<file path="config.mk">
export PLATFORM = sky130hd
export DESIGN_NAME = fifo_burst_rd_ctrl
export DESIGN_NICKNAME = d
export VERILOG_FILES = /design/src/rtl/fifo_burst_rd_ctrl.sv
export SDC_FILE = /design/constraint.sdc
export NUM_CORES = 1
export LEC_CHECK = 0
export ABC_AREA = 1
export CORE_MARGIN = 2
export CORE_UTILIZATION = 30
export CTS_CLUSTER_DIAMETER = 100
export CTS_CLUSTER_SIZE = 8
export DETAILED_ROUTE_END_ITERATION = 7
export SYNTH_ARGS = -nofsm -noshare
export SYNTH_HDL_FRONTEND = slang
export SYNTH_SLANG_ARGS = --single-unit
</file>
<file path="constraint.sdc">
create_clock -name clk -period 3.97 [get_ports clk]
set_input_delay 0.397 -clock clk [delete_from_list [all_inputs] [get_ports clk]]
set_output_delay 0.397 -clock clk [all_outputs]
set_load 0.005 [all_outputs]
</file>
<file path="src/rtl/fifo_burst_rd_ctrl.sv">
// Burst read controller: drains a read-side FIFO into fixed-length DDR write bursts,
// walks a frame-relative address that wraps at FRAME_BEATS, and flushes FIFO residue on request.
module fifo_burst_rd_ctrl #(
  parameter int              BURST_LEN   = 16,
  parameter int              ADDR_W      = 28,
  parameter longint unsigned BASE_ADDR   = 0,
  parameter int              FRAME_BEATS = 230400
) (
  input  logic              clk,
  input  logic              rst_n,
  input  logic [10:0]       fifo_rd_water_level,
  input  logic              fifo_rd_empty,
  input  logic [63:0]       fifo_rd_data,
  output logic              fifo_rd_en,
  output logic              ddr_wr_req,
  input  logic              ddr_wr_ack,
  output logic [7:0]        ddr_wr_len,
  output logic [ADDR_W-1:0] ddr_wr_addr,
  input  logic              ddr_wr_data_req,
  output logic [63:0]       ddr_wr_data,
  input  logic              ddr_wr_done,
  input  logic              frame_start,
  input  logic              frame_flush,
  output logic              busy,
  output logic              frame_done,
  output logic              underflow_err
);

  // Pointer must hold beat_ptr + len before the wrap compare.
  localparam int                PTR_W     = $clog2(FRAME_BEATS + 256);
  localparam logic [PTR_W-1:0]  FRAME_END = PTR_W'(FRAME_BEATS);
  localparam logic [ADDR_W-1:0] BASE_A    = ADDR_W'(BASE_ADDR);
  localparam logic [10:0]       BURST_LVL = 11'(BURST_LEN);

  typedef enum logic [1:0] {IDLE, REQ, DATA, WAIT_DONE} state_t;

  state_t           state, state_d;
  logic [1:0]       rst_sync;
  logic             rst_int_n;
  logic [7:0]       len;
  logic [7:0]       beat_cnt;
  logic [PTR_W-1:0] beat_ptr;
  logic [PTR_W-1:0] ptr_sum;
  logic             flush_pend;
  logic             start_pend;
  logic             burst_full;
  logic             burst_flush;
  logic             start_apply;

  // NOTE: reset asserts asynchronously but releases only after two clock edges, so no
  // flop sees a reset deassertion close to its clock edge.
  always_ff @(posedge clk or negedge rst_n) begin
    if (!rst_n) rst_sync <= '0;
    else        rst_sync <= {rst_sync[0], 1'b1};
  end
  assign rst_int_n = rst_sync[1];

  assign burst_full  = fifo_rd_water_level >= BURST_LVL;
  assign burst_flush = flush_pend && (fifo_rd_water_level != 11'd0);
  // A pending frame restart is taken only on an idle cycle that launches no burst.
  assign start_apply = (state == IDLE) && start_pend && !(burst_full || burst_flush);
  assign ptr_sum     = beat_ptr + PTR_W'(len);

  // NOTE: sequential state uses non-blocking assignments so every flop samples pre-edge values.
  always_ff @(posedge clk or negedge rst_int_n) begin
    if (!rst_int_n) state <= IDLE;
    else            state <= state_d;
  end

  // NOTE: every always_comb output gets a default first, so no path can infer a latch.
  always_comb begin
    state_d = state;
    case (state)
      IDLE:      if (burst_full || burst_flush)                state_d = REQ;
      REQ:       if (ddr_wr_ack)                               state_d = DATA;
      DATA:      if (fifo_rd_en && (beat_cnt + 8'd1 == len))   state_d = WAIT_DONE;
      WAIT_DONE: if (ddr_wr_done)                              state_d = IDLE;
      default:                                                 state_d = IDLE;
    endcase
  end

  always_comb begin
    ddr_wr_req = 1'b0;
    busy       = 1'b1;
    fifo_rd_en = 1'b0;
    frame_done = 1'b0;
    case (state)
      IDLE: begin
        busy       = 1'b0;
        frame_done = flush_pend && !burst_full && (fifo_rd_water_level == 11'd0);
      end
      REQ:  ddr_wr_req = 1'b1;
      DATA: fifo_rd_en = ddr_wr_data_req && (beat_cnt < len);
      default: ;
    endcase
  end

  always_ff @(posedge clk or negedge rst_int_n) begin
    if (!rst_int_n) begin
      len           <= '0;
      beat_cnt      <= '0;
      beat_ptr      <= '0;
      flush_pend    <= 1'b0;
      start_pend    <= 1'b0;
      underflow_err <= 1'b0;
    end else begin
      if (state == IDLE) begin
        if (burst_full)       len <= 8'(BURST_LEN);
        else if (burst_flush) len <= fifo_rd_water_level[7:0];
      end

      if (state == REQ && ddr_wr_ack) beat_cnt <= '0;
      else if (fifo_rd_en)            beat_cnt <= beat_cnt + 8'd1;

      if (state == WAIT_DONE && ddr_wr_done)
        beat_ptr <= (ptr_sum >= FRAME_END) ? '0 : ptr_sum;
      else if (start_apply)
        beat_ptr <= '0;

      if (frame_flush)     flush_pend <= 1'b1;
      else if (frame_done) flush_pend <= 1'b0;

      if (frame_start)      start_pend <= 1'b1;
      else if (start_apply) start_pend <= 1'b0;

      if (fifo_rd_en && fifo_rd_empty) underflow_err <= 1'b1;
    end
  end

  assign ddr_wr_len  = len;
  assign ddr_wr_addr = BASE_A + (ADDR_W'(beat_ptr) << 3);
  assign ddr_wr_data = fifo_rd_data;

endmodule

</file>
==> results of run 1 <==
## cell usage after synthesis, drive strengths merged
cell type	count	area, um^2
nand2	166	668.1
buf	75	575.6
inv	59	221.5
dfrtp	41	1026
nor2	37	156.4
nand3	36	185.2
ha	22	275.3
o21ai	14	73.82
a21oi	8	43.79
o22ai	8	50.05
nand4	7	43.79
xnor2	6	52.55
a21o	4	30.03
nand3b	4	30.03
clkbuf	3	11.26
nor3	3	26.28
nor4	3	33.78
conb	2	7.510
or2	2	12.52
a21boi	1	7.510
a31o	1	8.760
fa	1	20.02
nor3b	1	7.510
o21bai	1	7.510
xor2	1	8.760
## worst max path at each step
stage | startpoint | to | depth (start not counted)
floorplan | ddr_wr_len[0] | beat_ptr[3] | 18
global placement | ddr_wr_len[7] | fifo_rd_en | 7
detailed placement | ddr_wr_len[7] | fifo_rd_en | 7
CTS | ddr_wr_len[7] | fifo_rd_en | 7
global route | ddr_wr_len[7] | fifo_rd_en | 8
finish | ddr_wr_len[7] | fifo_rd_en | 7
## metal layers
metal  vias to the layer above  part of all wire [%]
li1                       1489                     -
met2                        99                    43
met1                      1336                    48
met3                        30                   5.8
met4                         0                   3.2
met5                         -                     0
## cells by family (layout without fill, tap and decap cells)
logic type | after synthesis | in the layout | synth area share [%]
XOR/XNOR | 7 | 7 | 1.711
other | 2 | 11 | 0.2096
AND/OR/NAND/NOR | 259 | 259 | 32.47
flip-flops | 41 | 41 | 28.63
buffers and inverters | 137 | 116 | 22.56
AO/OA/AOI/OAI | 37 | 37 | 6.180
adder cells (fa/ha/maj) | 23 | 23 | 8.240
## registers in the layout, indices dropped and copies added, names as in the netlist
name and cells:
state 2, flush_pend 1, beat_ptr 18, ddr_wr_len 8
underflow_err 1, start_pend 1, beat_cnt 8, rst_sync 2
## worst max-delay path, cell delays in order (launching register included)
cell and delay [ns]:
dfrtp_1 0.44, inv_1 0.10, ha_1 0.31, a21o_1 0.19, a21oi_1 0.11, nand3_1 0.15
nor2_1 0.37, clkdlybuf4s50_1 0.59
## placed cells by master, fill, tap and decap left out, drive strengths merged
cell           count
a21oi              8
conb              11
ha                22
o22ai              8
a21boi             1
dfrtp             41
o21bai             1
nand4              7
or2                2
xnor2              6
xor2               1
nand3b             4
a21o               4
clkinv             1
clkdlybuf4s50     49
a31o               1
nand3             36
o21ai             14
bufinv             1
fa                 1
buf                1
nand2            166
clkbuf             5
nor4               3
nor2              37
nor3               3
inv               59
nor3b              1
## report_power, final
group / switching, uW / internal (uW) / total (uW)
combinational: 449 / 334 / 784
clock: 165 / 292 / 457
sequential: 102 / 500 / 601
## cell type report
cell class	instances	area, um^2	share of cell area, %
timing repair buffer	50	498.0	12.88
multi-input combinational	337	1783	46.10
inverter	59	221.5	5.726
clock inverter	2	35.03	0.9059
sequential	41	1026	26.53
clock buffer	5	125.1	3.235
tap	143	178.9	4.626
## per-stage QoR
step           hold WS [ns]  setup WS, ns  cell area [um^2]  utilization, %  power [uW]
2_1_floorplan        0.1014         1.787              3617               -        1173
3_3_place_gp         0.3284         1.318              3707           32.19        1376
3_5_place_dp         0.3357         1.329              3707           32.19        1396
4_1_cts              0.2667         1.029              3867           33.58        1862
5_1_grt              0.2629        0.8662              3867           33.58        2018
6_report             0.2680         1.027              3867           33.58        1842
==> key figures, run 1 <==
Finish
  • Layout cells sized above 1: 8.097%
  • Fin nets: 600
  • Finished Layout Cells: 637
  • Fillers: 1,243
  • Diode count: 0
  • Syn-to-layout area delta: 7.926%

Floorplanning
  • Die height: 113.3 um
  • Core area: 11,520 um^2
  • FP Rows: 39
  • Initial Utilization: 31.12%
  • Die X: 113.3 um
  • IO Count: 188
  • Die area: 12,830 um^2

Global routing
  • GR Util met2: 19.92%
  • Total grt overflow: 0
  • Vias in the first global route: 2,928
  • GRT Resource Usage Total: 13.22%
  • Largest net degree at the start of global routing: 40
  • Initial antenna violation count: 0
  • Most crowded layer after global routing: met2
  • First-pass GRT wire length: 13,920 um
  • Met1 GRT Util: 17.91%
  • GR Layer Usage met3: 3.053%

Detailed routing
  • WL final: 8096 um
  • First DRT Iteration DRCs: 144
  • Via count: 2,954
  • Avg Vias per Cell: 4.637
  • Pre-antenna DRT Iters: 4
  • ANT nets after route: 0
  • Number of remaining DRC errors: 0
  • WL/cell: 12.71 um

Clock network
  • Clock root cell: clkbuf_16
  • Worst-Skew Late Latency: 0.28 ns
  • Hold buffer count at CTS: 0
  • CTS Buf Count: 5
  • Htree depth: 2
  • Clock tree sinks: 41
  • Post_cts resized: 0
  • Max Buffers Root-to-Sink: 2
  • Setup bufs post-CTS: 0
  • Clk slew on worst S/H paths: 0.06 ns
  • CTS tree: built

Timing
  • Count of final hold-check violations: 0
  • Period utilisation layout: 74.13%
  • Fin Setup TNS: 0 ns
  • Worst-Margin Slew: 0.7370 ns
  • Clock skew: 0.006266 ns
  • Relative slew slack: 50.68%
  • Maximum clock frequency: 339.8 MHz
  • Final setup fails: 0
  • Tmin final: 2.943 ns
  • Unrepaired setup endpoints after global routing: no
  • Final slew viol count: 0

Worst setup path
  • Reg2Reg Launch Point: beat_ptr[0]
  • Crit path max fanout: 5
  • Startpoint Class: flop
  • R2R Path End: beat_ptr[9]
  • Setup slack, reg-to-reg: 1.58 ns
  • Arr. time, crit path: 2.55 ns
  • R2R cell count: 16
  • Kind of critical path: flop to output pin
  • Worst EP required: 3.57 ns
  • Setup crit end kind: output pin

Synth
  • Synth unique cells: 38
  • #FFs+latches synth: 41
  • Cell area after synthesis: 3583 um^2
  • YS warnings: 0
  • Cells after Synth: 506
  • Avg Cell Area, Syn: 7.082 um^2
  • Post-synthesis sequential area ratio: 28.63%

Place
  • Hpwl dp: 6330 um
  • RD Place Congestion: 0.8515
  • Port Buf Inserts: 49
  • Dpl cells: 630

Min path
  • Worst hold path class: input port to asynchronous set/reset pin

Power
  • Leak: 0.001910 uW
  • PwrDens: 476.4 nW/um^2
  • Worst vdd ir: 0.0003154 V

Run
  • MaxCap Viol Count: 0

Status
  • Status: finished clean
(Power assumes the default switching activity.)
==> run 2, diff against run 1 <==
- PLACE_DENSITY: default -> 0.66
- clock period: 3.97 -> 2.6 ns (I/O delays scaled with it)
==> run 2 against run 1 <==
Compared with the run above:
- register-to-register slack got worse by 1.4 ns
- die area unchanged
- sequential share of layout area decreased by 0.43 points
- via count increased by 3.2%
- largest power group unchanged
==> key figures, run 2 (synthesized netlist as in run 1, its figures left out) <==
Floorplanning
  • FP Rows: 39 (unchanged)
  • Die X: 113.3 um (unchanged)
  • Core area: 11,520 um^2 (unchanged)
  • Die area: 12,830 um^2 (unchanged)
  • Initial Utilization: 31.12% (unchanged)
  • IO Count: 188 (unchanged)
  • Die height: 113.3 um (unchanged)

Finish
  • Fin nets: 609 (+1.5%)
  • Multi-input gate area: 1818 um^2 (+2.0%)
  • Layout cells sized above 1: 11.51% (+3.4 points)
  • Syn-to-layout area delta: 10.23%
  • Most frequent cells in the layout: nand2_1 (149), inv_1 (54), clkdlybuf4s50_1 (49), dfrtp_1 (37), nand3_1 (34)
  • Register area: 1031 um^2 (+0.49%)
  • Fillers: 1,211 (-2.6%)
  • Diode count: 0 (unchanged)
  • Largest register FFs: 18 (unchanged)
  • Most common cell after layout, fill and taps aside: nand2_1
  • Largest register by flop count: beat_ptr

Detailed routing
  • Number of remaining DRC errors: 0 (unchanged)
  • Met3 wire len: 467 um (+0.21%)
  • Met2 WL: 3998 um (+14%)
  • First DRT Iteration DRCs: 169 (+17%)
  • WL final: 8474 um (+4.7%)
  • Via count: 3,049 (+3.2%)
  • Avg Vias per Cell: 4.713 (+1.6%)
  • WL/cell: 13.10 um (+3.1%)
  • ANT nets after route: 0 (unchanged)
  • Pre-antenna DRT Iters: 4 (unchanged)
  • Top sig layer: met4
  • WL met1: 3840 um (-0.65%)

Timing
  • Period utilisation layout: 95.39%
  • Final setup fails: 0 (unchanged)
  • Worst-Margin Slew: 0.5245 ns (-0.2126 ns)
  • Count of final hold-check violations: 0 (unchanged)
  • Relative slew slack: 65.04% (+14 points)
  • Post-route setup slack: 0.1199 ns (-0.9070 ns)
  • Clock skew: 0.005880 ns (-0.0003865 ns)
  • Tmin final: 2.480 ns
  • Maximum clock frequency: 403.2 MHz
  • Final slew viol count: 0 (unchanged)

Worst setup path
  • Critical Path Max Stage Delay: 0.54 ns (-0.05 ns)
  • R2R cell count: 17 (+1)
  • Slowest stage cell on the critical path: clkdlybuf4s50_1
  • Crit path depth: 7 (unchanged)
  • Worst EP required: 2.34 ns (-1.23 ns)
  • Setup crit end kind: output pin
  • Startpoint Class: flop
  • Arr. time, crit path: 2.22 ns (-0.33 ns)
  • CP Cell Sequence: inv_1 -> ha_1 -> a21o_1 -> a21oi_1 -> nand3_1 -> nor2_1 -> clkdlybuf4s50_1
  • Kind of critical path: flop to output pin
  • Crit path max-delay family: buffers and inverters
  • WP buf/inv: 2 (unchanged)
  • Crit path max fanout: 4 (-1)

Clock network
  • Clock root cell: clkbuf_16
  • Clock tree sinks: 41 (unchanged)
  • CTS tree: built
  • Max Buffers Root-to-Sink: 2 (unchanged)
  • Clk slew on worst S/H paths: 0.07 ns (about the same)
  • Htree depth: 2 (unchanged)
  • Hold buffer count at CTS: 0 (unchanged)
  • CTS Buf Count: 5 (unchanged)
  • Worst-Skew Late Latency: 0.29 ns (about the same)

Global routing
  • Total grt overflow: 0 (unchanged)
  • First-pass GRT wire length: 14,150 um (+1.6%)
  • Vias in the first global route: 3,040 (+3.8%)
  • Initial antenna violation count: 0 (unchanged)
  • GRT Resource Usage Total: 13.33% (+0.11 points)
  • Largest net degree at the start of global routing: 40 (unchanged)

Place
  • Hpwl dp: 6500 um (+2.7%)
  • RD Place Congestion: 0.8688 (+2.0%)
  • Place WS: 0.1814 ns (-1.147 ns)
  • Port Buf Inserts: 49 (unchanged)

Power
  • Leak: 0.001954 uW (+2.3%)
  • Total Power: 2798 uW (+52%)
  • PwrDens: 708.5 nW/um^2 (+49%)
  • Worst vdd ir: 0.0004037 V (+28%)

Run
  • MaxCap Viol Count: 0 (unchanged)

Min path
  • Worst hold path class: input port to asynchronous set/reset pin

Status
  • Status: finished clean
## run 2: layout make-up
type / instances / area share (%)
flip-flops and latches: 41 / 26.10
repair buffers: 58 / 14.13
clock buffers: 5 / 3.168
inverters: 59 / 5.607
clock inverters: 3 / 0.4435
well taps: 143 / 4.530
multi-input cells: 338 / 46.02
## run 2: worst register-to-register path: cells and delay by family, from the launching register on
family                   cells  cell delay, ns
buffers and inverters        2            0.13
flip-flops                   1            0.40
AND/OR/NAND/NOR             13            1.26
adder cells (fa/ha/maj)      2            0.58
## run 2: worst paths after layout
kind | start | to | slack (ns)
max | ddr_wr_len[7] | fifo_rd_en | 0.12
min | rst_n | rst_sync[1] | 0.13
max reg2reg | ddr_wr_len[0] | beat_ptr[2] | 0.14
min reg2reg | rst_sync[1] | beat_ptr[16] | 0.30
max in group asynchronous | rst_sync[1] | ddr_wr_len[3] | 1.91
min in group clk | rst_sync[0] | rst_sync[1] | 0.36
## run 2: layer usage
layer	vias to the layer above	track usage [%]
met1	1416	16.71
met3	27	2.892
met4	0	3.659
li1	1503	-
met2	103	23.15
met5	-	0
## run 2: power breakdown
group,internal (uW),switching [uW]
logic,548,717
clock network,353,268
registers,763,150
total,1660,1130
## run 2: metrics by stage
step	instances	utilization (%)	cell area (um^2)	TNS, ns	hold WS [ns]
after floorplan	515	-	3617	0	-0.03559
after global placement	634	32.45	3737	0	0.3231
after detailed placement	634	32.45	3737	0	0.3277
after CTS	642	33.69	3880	0	0.1316
after global routing	647	34.30	3950	-0.01816	0.1240
final	647	34.30	3950	0	0.1309
## run 2: what timing repair did
action | CTS | global route
endpoints found under the setup margin | 0 | 18
gates resized for setup | 0 | 10
buffers inserted | 0 | 4
